<file path="config.mk">
export PLATFORM = sky130hd
export DESIGN_NAME = prbs_check
export DESIGN_NICKNAME = d
export VERILOG_FILES = /design/src/rtl/prbs_pkg.sv /design/src/rtl/edge_detect.sv /design/src/rtl/prbs_check.sv
export SDC_FILE = /design/constraint.sdc
export NUM_CORES = 1
export LEC_CHECK = 0
export ABC_AREA = 1
export CAP_MARGIN = 10
export CORE_ASPECT_RATIO = 2
export CORE_MARGIN = 4
export CORE_UTILIZATION = 60
export DETAILED_ROUTE_END_ITERATION = 12
export GPL_TIMING_DRIVEN = 0
export PLACE_DENSITY = 0.91
export SYNTH_ARGS = -nofsm -noshare
export SYNTH_HDL_FRONTEND = slang
export SYNTH_HIERARCHICAL = 1
export SYNTH_SLANG_ARGS = --single-unit
</file>
<file path="constraint.sdc">
create_clock -name clk_i -period 5.5 [get_ports clk_i]
set_input_delay 1.1 -clock clk_i [delete_from_list [all_inputs] [get_ports clk_i]]
set_output_delay 1.1 -clock clk_i [all_outputs]
set_load 0.01 [all_outputs]
</file>
<file path="src/rtl/prbs_pkg.sv">
// Shared definitions for the PRBS generator/checker pair: FSM states, counter widths, tap masks.
// Latency: n/a (package only).
// Backpressure: n/a.
package prbs_pkg;

    // Checker FSM: hunting for the sequence, or tracking it.
    typedef enum logic {
        SEARCH = 1'b0,
        LOCK   = 1'b1
    } state_t;

    // Output counter widths.
    localparam int ERR_CNT_W = 16;
    localparam int BIT_CNT_W = 32;

    // Widest register the tap table covers.
    localparam int MAX_N = 32;

    // One-hot mask for a 1-based tap position.
    function automatic logic [MAX_N-1:0] tap_bit(input int t);
        return MAX_N'(1) << (t - 1);
    endfunction

    // Maximal-length feedback taps for an N-bit register.
    // Bit i of the mask selects the bit received i+1 strobes ago, so with the
    // history shifting towards the MSB the next bit is ^(history & mask).
    // Unsupported N returns 0, which makes the prediction constant 0.
    function automatic logic [MAX_N-1:0] tap_mask(input int n);
        logic [MAX_N-1:0] m;
        m = '0;
        case (n)
            2:  m = tap_bit(2)  | tap_bit(1);
            3:  m = tap_bit(3)  | tap_bit(2);
            4:  m = tap_bit(4)  | tap_bit(3);
            5:  m = tap_bit(5)  | tap_bit(3);
            6:  m = tap_bit(6)  | tap_bit(5);
            7:  m = tap_bit(7)  | tap_bit(6);
            8:  m = tap_bit(8)  | tap_bit(6)  | tap_bit(5) | tap_bit(4);
            9:  m = tap_bit(9)  | tap_bit(5);
            10: m = tap_bit(10) | tap_bit(7);
            11: m = tap_bit(11) | tap_bit(9);
            12: m = tap_bit(12) | tap_bit(6)  | tap_bit(4) | tap_bit(1);
            13: m = tap_bit(13) | tap_bit(4)  | tap_bit(3) | tap_bit(1);
            14: m = tap_bit(14) | tap_bit(5)  | tap_bit(3) | tap_bit(1);
            15: m = tap_bit(15) | tap_bit(14);
            16: m = tap_bit(16) | tap_bit(15) | tap_bit(13) | tap_bit(4);
            17: m = tap_bit(17) | tap_bit(14);
            18: m = tap_bit(18) | tap_bit(11);
            19: m = tap_bit(19) | tap_bit(6)  | tap_bit(2) | tap_bit(1);
            20: m = tap_bit(20) | tap_bit(17);
            21: m = tap_bit(21) | tap_bit(19);
            22: m = tap_bit(22) | tap_bit(21);
            23: m = tap_bit(23) | tap_bit(18);
            24: m = tap_bit(24) | tap_bit(23) | tap_bit(22) | tap_bit(17);
            25: m = tap_bit(25) | tap_bit(22);
            26: m = tap_bit(26) | tap_bit(6)  | tap_bit(2) | tap_bit(1);
            27: m = tap_bit(27) | tap_bit(5)  | tap_bit(2) | tap_bit(1);
            28: m = tap_bit(28) | tap_bit(25);
            29: m = tap_bit(29) | tap_bit(27);
            30: m = tap_bit(30) | tap_bit(6)  | tap_bit(4) | tap_bit(1);
            31: m = tap_bit(31) | tap_bit(28);
            32: m = tap_bit(32) | tap_bit(22) | tap_bit(2) | tap_bit(1);
            default: m = '0;
        endcase
        return m;
    endfunction

endpackage

</file>
<file path="src/rtl/edge_detect.sv">
// Synchronises an asynchronous level into the clk domain and flags each rising edge.
// Latency: pos_edge is high for one clk, SYNC_STAGES clk after the input is first sampled high.
// Backpressure: none; exactly one pulse per rising edge of sig.
module edge_detect #(
    parameter int SYNC_STAGES = 2
) (
    input  logic clk,
    input  logic rst_n,
    input  logic sig,
    output logic pos_edge
);

    // sync_q[SYNC_STAGES-1] is the first metastability-safe copy,
    // sync_q[SYNC_STAGES] is that copy one clk older.
    logic [SYNC_STAGES:0] sync_q;

    // Shift the raw level through the synchroniser plus one history stage.
    always_ff @(posedge clk or negedge rst_n) begin
        if (!rst_n) begin
            sync_q <= '0;
        end else begin
            sync_q <= {sync_q[SYNC_STAGES-1:0], sig};
        end
    end

    assign pos_edge = sync_q[SYNC_STAGES-1] & ~sync_q[SYNC_STAGES];

endmodule

</file>
<file path="src/rtl/prbs_check.sv">
// PRBS checker: locks onto an LFSR sequence sampled at recovered-clock edges and counts bit errors.
// Latency: locked_o/err_o/counters update 1 clk after the bit strobe (strobe = data_clk_i edge + 2 clk sync).
// Backpressure: none; every strobe is consumed, strobes must be at least 2 clk apart.
module prbs_check
    import prbs_pkg::*;
#(
    parameter int N        = 8,
    parameter int LOCK_CNT = 16,
    parameter int WIN      = 64,
    parameter int LOSS_THR = 8,
    // Width of err_cnt_o; the count saturates at all-ones of this width.
    parameter int ERR_W    = ERR_CNT_W
) (
    input  logic                 clk_i,
    input  logic                 rst_n_i,
    input  logic                 data_clk_i,
    input  logic                 data_i,
    input  logic                 clr_i,
    output logic                 locked_o,
    output logic                 err_o,
    output logic [ERR_W-1:0]     err_cnt_o,
    output logic [BIT_CNT_W-1:0] bit_cnt_o
);

    localparam int FILL_W = $clog2(N + 1);
    localparam int GOOD_W = $clog2(LOCK_CNT + 1);
    localparam int WBIT_W = (WIN > 1) ? $clog2(WIN) : 1;
    localparam int WERR_W = $clog2(LOSS_THR + 1);

    localparam logic [MAX_N-1:0]  TAPS_FULL = tap_mask(N);
    localparam logic [N-1:0]      TAPS      = TAPS_FULL[N-1:0];
    localparam logic [FILL_W-1:0] FILL_DONE = FILL_W'(N);
    localparam logic [GOOD_W-1:0] GOOD_LAST = GOOD_W'(LOCK_CNT - 1);
    localparam logic [WBIT_W-1:0] WBIT_LAST = WBIT_W'(WIN - 1);
    localparam logic [WERR_W-1:0] LOSS_LIM  = WERR_W'(LOSS_THR);

    // ------------------------------------------------------------------
    // Bit strobe from the recovered clock
    // ------------------------------------------------------------------
    logic strobe;

    edge_detect #(
        .SYNC_STAGES (2)
    ) u_data_clk_edge (
        .clk      (clk_i),
        .rst_n    (rst_n_i),
        .sig      (data_clk_i),
        .pos_edge (strobe)
    );

    // ------------------------------------------------------------------
    // State
    // ------------------------------------------------------------------
    state_t              state_q, state_d;
    logic [N-1:0]        hist_q,  hist_d;
    logic [FILL_W-1:0]   fill_q,  fill_d;
    logic [GOOD_W-1:0]   good_q,  good_d;
    logic [WBIT_W-1:0]   wbit_q,  wbit_d;
    logic [WERR_W-1:0]   werr_q,  werr_d;
    logic                err_q;
    logic [ERR_W-1:0]    err_cnt_q;
    logic [BIT_CNT_W-1:0] bit_cnt_q;

    logic                pred;
    logic                mismatch;
    logic [WERR_W-1:0]   werr_inc;
    logic                lock_strobe;
    logic                lock_err;

    // data_i has been stable since the data_clk_i edge that produced the strobe,
    // so it is sampled directly rather than through its own synchroniser.
    assign pred        = ^(hist_q & TAPS);
    assign mismatch    = data_i ^ pred;
    assign werr_inc    = werr_q + WERR_W'(mismatch);
    assign lock_strobe = strobe && (state_q == LOCK);
    assign lock_err    = lock_strobe && mismatch;

    // Next-state for the FSM, history register and the search/window counters.
    always_comb begin
        state_d = state_q;
        hist_d  = hist_q;
        fill_d  = fill_q;
        good_d  = good_q;
        wbit_d  = wbit_q;
        werr_d  = werr_q;

        if (strobe) begin
            case (state_q)
                SEARCH: begin
                    // Load the line data; nothing counts until the history is full.
                    hist_d = {hist_q[N-2:0], data_i};
                    if (fill_q != FILL_DONE) begin
                        fill_d = fill_q + 1'b1;
                    end else if (!mismatch) begin
                        if (good_q == GOOD_LAST) begin
                            state_d = LOCK;
                            good_d  = '0;
                            wbit_d  = '0;
                            werr_d  = '0;
                        end else begin
                            good_d = good_q + 1'b1;
                        end
                    end else begin
                        good_d = '0;
                    end
                end

                LOCK: begin
                    // Free-run on our own prediction so one flipped line bit
                    // produces one error instead of one per tap it passes.
                    hist_d = {hist_q[N-2:0], pred};
                    if (werr_inc == LOSS_LIM) begin
                        state_d = SEARCH;
                        fill_d  = '0;
                        good_d  = '0;
                        wbit_d  = '0;
                        werr_d  = '0;
                    end else if (wbit_q == WBIT_LAST) begin
                        // Last bit of the window still counted above; next window starts clean.
                        wbit_d = '0;
                        werr_d = '0;
                    end else begin
                        wbit_d = wbit_q + 1'b1;
                        werr_d = werr_inc;
                    end
                end

                default: begin
                    state_d = SEARCH;
                end
            endcase
        end
    end

    // Register the FSM, history and search/window counters.
    always_ff @(posedge clk_i or negedge rst_n_i) begin
        if (!rst_n_i) begin
            state_q <= SEARCH;
            hist_q  <= '0;
            fill_q  <= '0;
            good_q  <= '0;
            wbit_q  <= '0;
            werr_q  <= '0;
        end else begin
            state_q <= state_d;
            hist_q  <= hist_d;
            fill_q  <= fill_d;
            good_q  <= good_d;
            wbit_q  <= wbit_d;
            werr_q  <= werr_d;
        end
    end

    // One-clk error pulse for each mismatching bit seen while locked.
    always_ff @(posedge clk_i or negedge rst_n_i) begin
        if (!rst_n_i) begin
            err_q <= 1'b0;
        end else begin
            err_q <= lock_err;
        end
    end

    // Saturating error counter; clear wins over a same-cycle increment.
    always_ff @(posedge clk_i or negedge rst_n_i) begin
        if (!rst_n_i) begin
            err_cnt_q <= '0;
        end else if (clr_i) begin
            err_cnt_q <= '0;
        end else if (lock_err && (err_cnt_q != '1)) begin
            err_cnt_q <= err_cnt_q + 1'b1;
        end
    end

    // Saturating count of bits checked while locked; clear wins over increment.
    always_ff @(posedge clk_i or negedge rst_n_i) begin
        if (!rst_n_i) begin
            bit_cnt_q <= '0;
        end else if (clr_i) begin
            bit_cnt_q <= '0;
        end else if (lock_strobe && (bit_cnt_q != '1)) begin
            bit_cnt_q <= bit_cnt_q + 1'b1;
        end
    end

    assign locked_o  = (state_q == LOCK);
    assign err_o     = err_q;
    assign err_cnt_o = err_cnt_q;
    assign bit_cnt_o = bit_cnt_q;

endmodule

</file>
==> run_results.csv <==
group,metric,value,unit
global_route,grt.overflow.total,0,
global_route,grt_pass1_vias,5215,
placement,hpwl,10300,um
cells_and_area,diodes,0,
job,maxCapViolCount,0,
clock_tree,cts_tree,"done",
cells_and_area,stdcell_count,883,
global_route,grt_pass1_wl,24100,um
drt,drt_first_pass_iters,7,
synth,yosys-top-cells-count,"nand2_1, nor2_1, dfrtp_1, nand3_1, inv_1",
clock_tree,post-cts-setup-buffer-count,0,
drt,routed_wl,14200,um
worst_setup_path,r2r_end,"good_q[0]",
synth,post-synth-top-area-cell,"dfrtp_1",
clock_tree,path_clk_slew,0.07,ns
sta,tightestPinTransition,0.553,ns
clock_tree,clk_latency,0.35,ns
synth,ys_seq_area_share,40.1,%
status,status,"finished, final reports clean",
floorplanning,coreArea,0.00806,sq mm
power,ir_drop,0.216,mV
sta,relSlewSlack,63.2,%
clock_tree,cts.repair.resized,0,
clock_tree,cts_root_buf,"clkbuf_16",
worst_setup_path,cp_data_required_time,5.73,ns
sta,fmax,284,MHz
synth,ys_ff_latch,80,
sta,finalHoldViolCount,0,
global_route,antenna_found_initial,0,
sta,hold_ws,0.385,ns
sta,fin_ws,1.98,ns
worst_setup_path,cp-end-kind,"flip-flop",
clock_tree,ctsHoldBuffers,0,
worst_setup_path,critPathLaunchType,"primary input",
synth,synth_nets,729,
placement,dp_slack,1.78,ns
drt,route.detailed.drc,0,
cells_and_area,drive_above_1_share,8.01,%
synth,yosysWarnings,6,
cells_and_area,final_cell_area,0.00598,sq mm
floorplanning,die_h,137,um
placement,place_congestion,0.935,
synth,synthFlopType,"dfrtp_1",
floorplanning,dieArea,0.00994,sq mm
sta,final-setup-viol-count,0,
synth,syn_area,0.00500,sq mm
synth,avgSynthCellArea,6.98,sq um
worst_setup_path,crit_start,"data_i",
worst_hold_path,worstHoldPathType,"flip-flop to flip-flop",
floorplanning,dieWidth,72.5,um
clock_tree,cts_made_buffers,9,
sta,skew,0.00733,ns
floorplanning,initial_utilization,62.0,%
placement,port_buffers,54,
worst_setup_path,r2r_slack,2.55,ns
synth,yosysMostFrequentCell,"nand2_1",
worst_setup_path,crit_fanout,7,
drt,drt_iter0_drc,356,
placement,dp_cells,867,
worst_setup_path,worst-setup-path-type,"primary input to flip-flop",
floorplanning,ios,55,
drt,wl_per_cell,16.0,um
synth,synth_cell_types,31,
synth,synthArstFlopShare,100,%
sta,period_share,64.0,%
drt,routed_via_density,5.73,
synth,synth_top_area_share,40.1,%
synth,synth_edf_count,0,
cells_and_area,nNetsFinal,795,
sta,slew_viol_final,0,
synth,synth_cells,716,
worst_setup_path,crit_path_end,"good_q[0]",
sta,min_period,3.52,ns
worst_setup_path,reg2reg_depth,20,
placement,dpl_cell_area,0.00568,sq mm
global_route,grt_use_total,30.9,%
clock_tree,clockBufferDepth,2,
cells_and_area,fin_util,74.2,%
power,p_leak,2.66,nW
drt,ant_nets,0,
cells_and_area,layout-area-overhead-vs-synth,19.6,%
drt,vias,5063,
sta,final.setup.tns,0,ns
synth,netlist_top_cells_area,"dfrtp_1, nand2_1, nor2_1, nand3_1, inv_1",
worst_setup_path,crit-reg2reg-launch,"hist_q[4]",
clock_tree,clock_sinks,80,
sta,rsz0062_at_grt,"false",
clock_tree,htree_levels,3,
power,finalPower,1.63,mW
worst_setup_path,worstPathArrival,3.75,ns
power,p_per_area,272,mW/mm^2
floorplanning,rows,46,
global_route,grt_max_degree,42,
layout make-up:
type                       instances  area [sq um]
buffer                            18           106
clock buffer                       9           225
clock inverter                     7          78.8
fill                             627          2080
inverter                          64           240
multi-input combinational        554          2650
sequential                        80          2000
tap                               96           120
timing repair buffer              55           558
report_power, final:
| group | switching (mW) | leakage [nW] | internal, mW |
|---|---|---|---|
| Combinational | 0.209 | 1.43 | 0.105 |
| Sequential | 0.0503 | 1.09 | 0.638 |
| Clock | 0.267 | 0.139 | 0.356 |
| Total | 0.526 | 2.66 | 1.10 |
worst min-delay path by stage:
stage               cells past startpoint                 startpoint                   endpoint
floorplan                               0  u_data_clk_edge/sync_q[0]  u_data_clk_edge/sync_q[1]
global placement                        0  u_data_clk_edge/sync_q[0]  u_data_clk_edge/sync_q[1]
detailed placement                      0  u_data_clk_edge/sync_q[0]  u_data_clk_edge/sync_q[1]
CTS                                     0  u_data_clk_edge/sync_q[0]  u_data_clk_edge/sync_q[1]
global route                            0  u_data_clk_edge/sync_q[0]  u_data_clk_edge/sync_q[1]
finish                                  0  u_data_clk_edge/sync_q[0]  u_data_clk_edge/sync_q[1]
critical path: stages:
cell and delay, ns:
clkdlybuf4s50_1 0.46, inv_1 0.08, nand3_1 0.15, nand2_1 0.23, inv_2 0.08, ha_1 0.23, ha_1 0.28, inv_1 0.08
nand2_1 0.05, nor2_1 0.10, nand2_1 0.15, nand2_2 0.16, nand2_2 0.09, nor2_2 0.20, inv_2 0.11, nand2_1 0.10
o21ai_0 0.10
layer usage:
metal | share of wire (%) | vias to the layer above | global-route usage (%)
met5 | 0 | - | 0
met4 | 5.2 | 0 | 18.9
met3 | 4.2 | 64 | 5.29
met2 | 53 | 191 | 54.5
met1 | 37 | 2390 | 33.5
li1 | - | 2418 | -
sequential cells by signal (all words and copies together), names as in the netlist:
| signal | cells |
|---|---|
| err_o | 1 |
| hist_q | 8 |
| wbit_q | 6 |
| u_data_clk_edge/sync_q | 3 |
| fill_q | 4 |
| good_q | 5 |
| werr_q | 4 |
| err_cnt_o | 16 |
| bit_cnt_o | 32 |
| locked_o | 1 |
layout by cell type, fill, tap and decap left out, types with 4 or more instances in the layout:
master / count
dfrtp_1: 80
nand2_1: 235
nor2_2: 4
inv_1: 56
xnor2_1: 9
a21oi_1: 6
nand3_1: 64
clkbuf_1: 7
nor3_1: 6
o21ai_2: 15
buf_2: 4
nand2_2: 5
nor2_1: 119
buf_6: 4
nand4_1: 32
ha_1: 8
clkdlybuf4s50_1: 53
inv_2: 7
o21ai_0: 20
xor2_1: 18
clkbuf_16: 9
cell families (layout without fill, tap and decap cells):
| kind of cell | count (synthesis) | count (layout) | synth area share, % |
|---|---|---|---|
| AO/OA/AOI/OAI | 46 | 46 | 5.81 |
| buffers and inverters | 82 | 153 | 6.93 |
| flip-flops | 80 | 80 | 40.1 |
| AND/OR/NAND/NOR | 473 | 473 | 40.5 |
| XOR/XNOR | 27 | 27 | 4.73 |
| adder cells (fa/ha/maj) | 8 | 8 | 2.00 |
No activity file was read; power rests on OpenSTA's default activity.
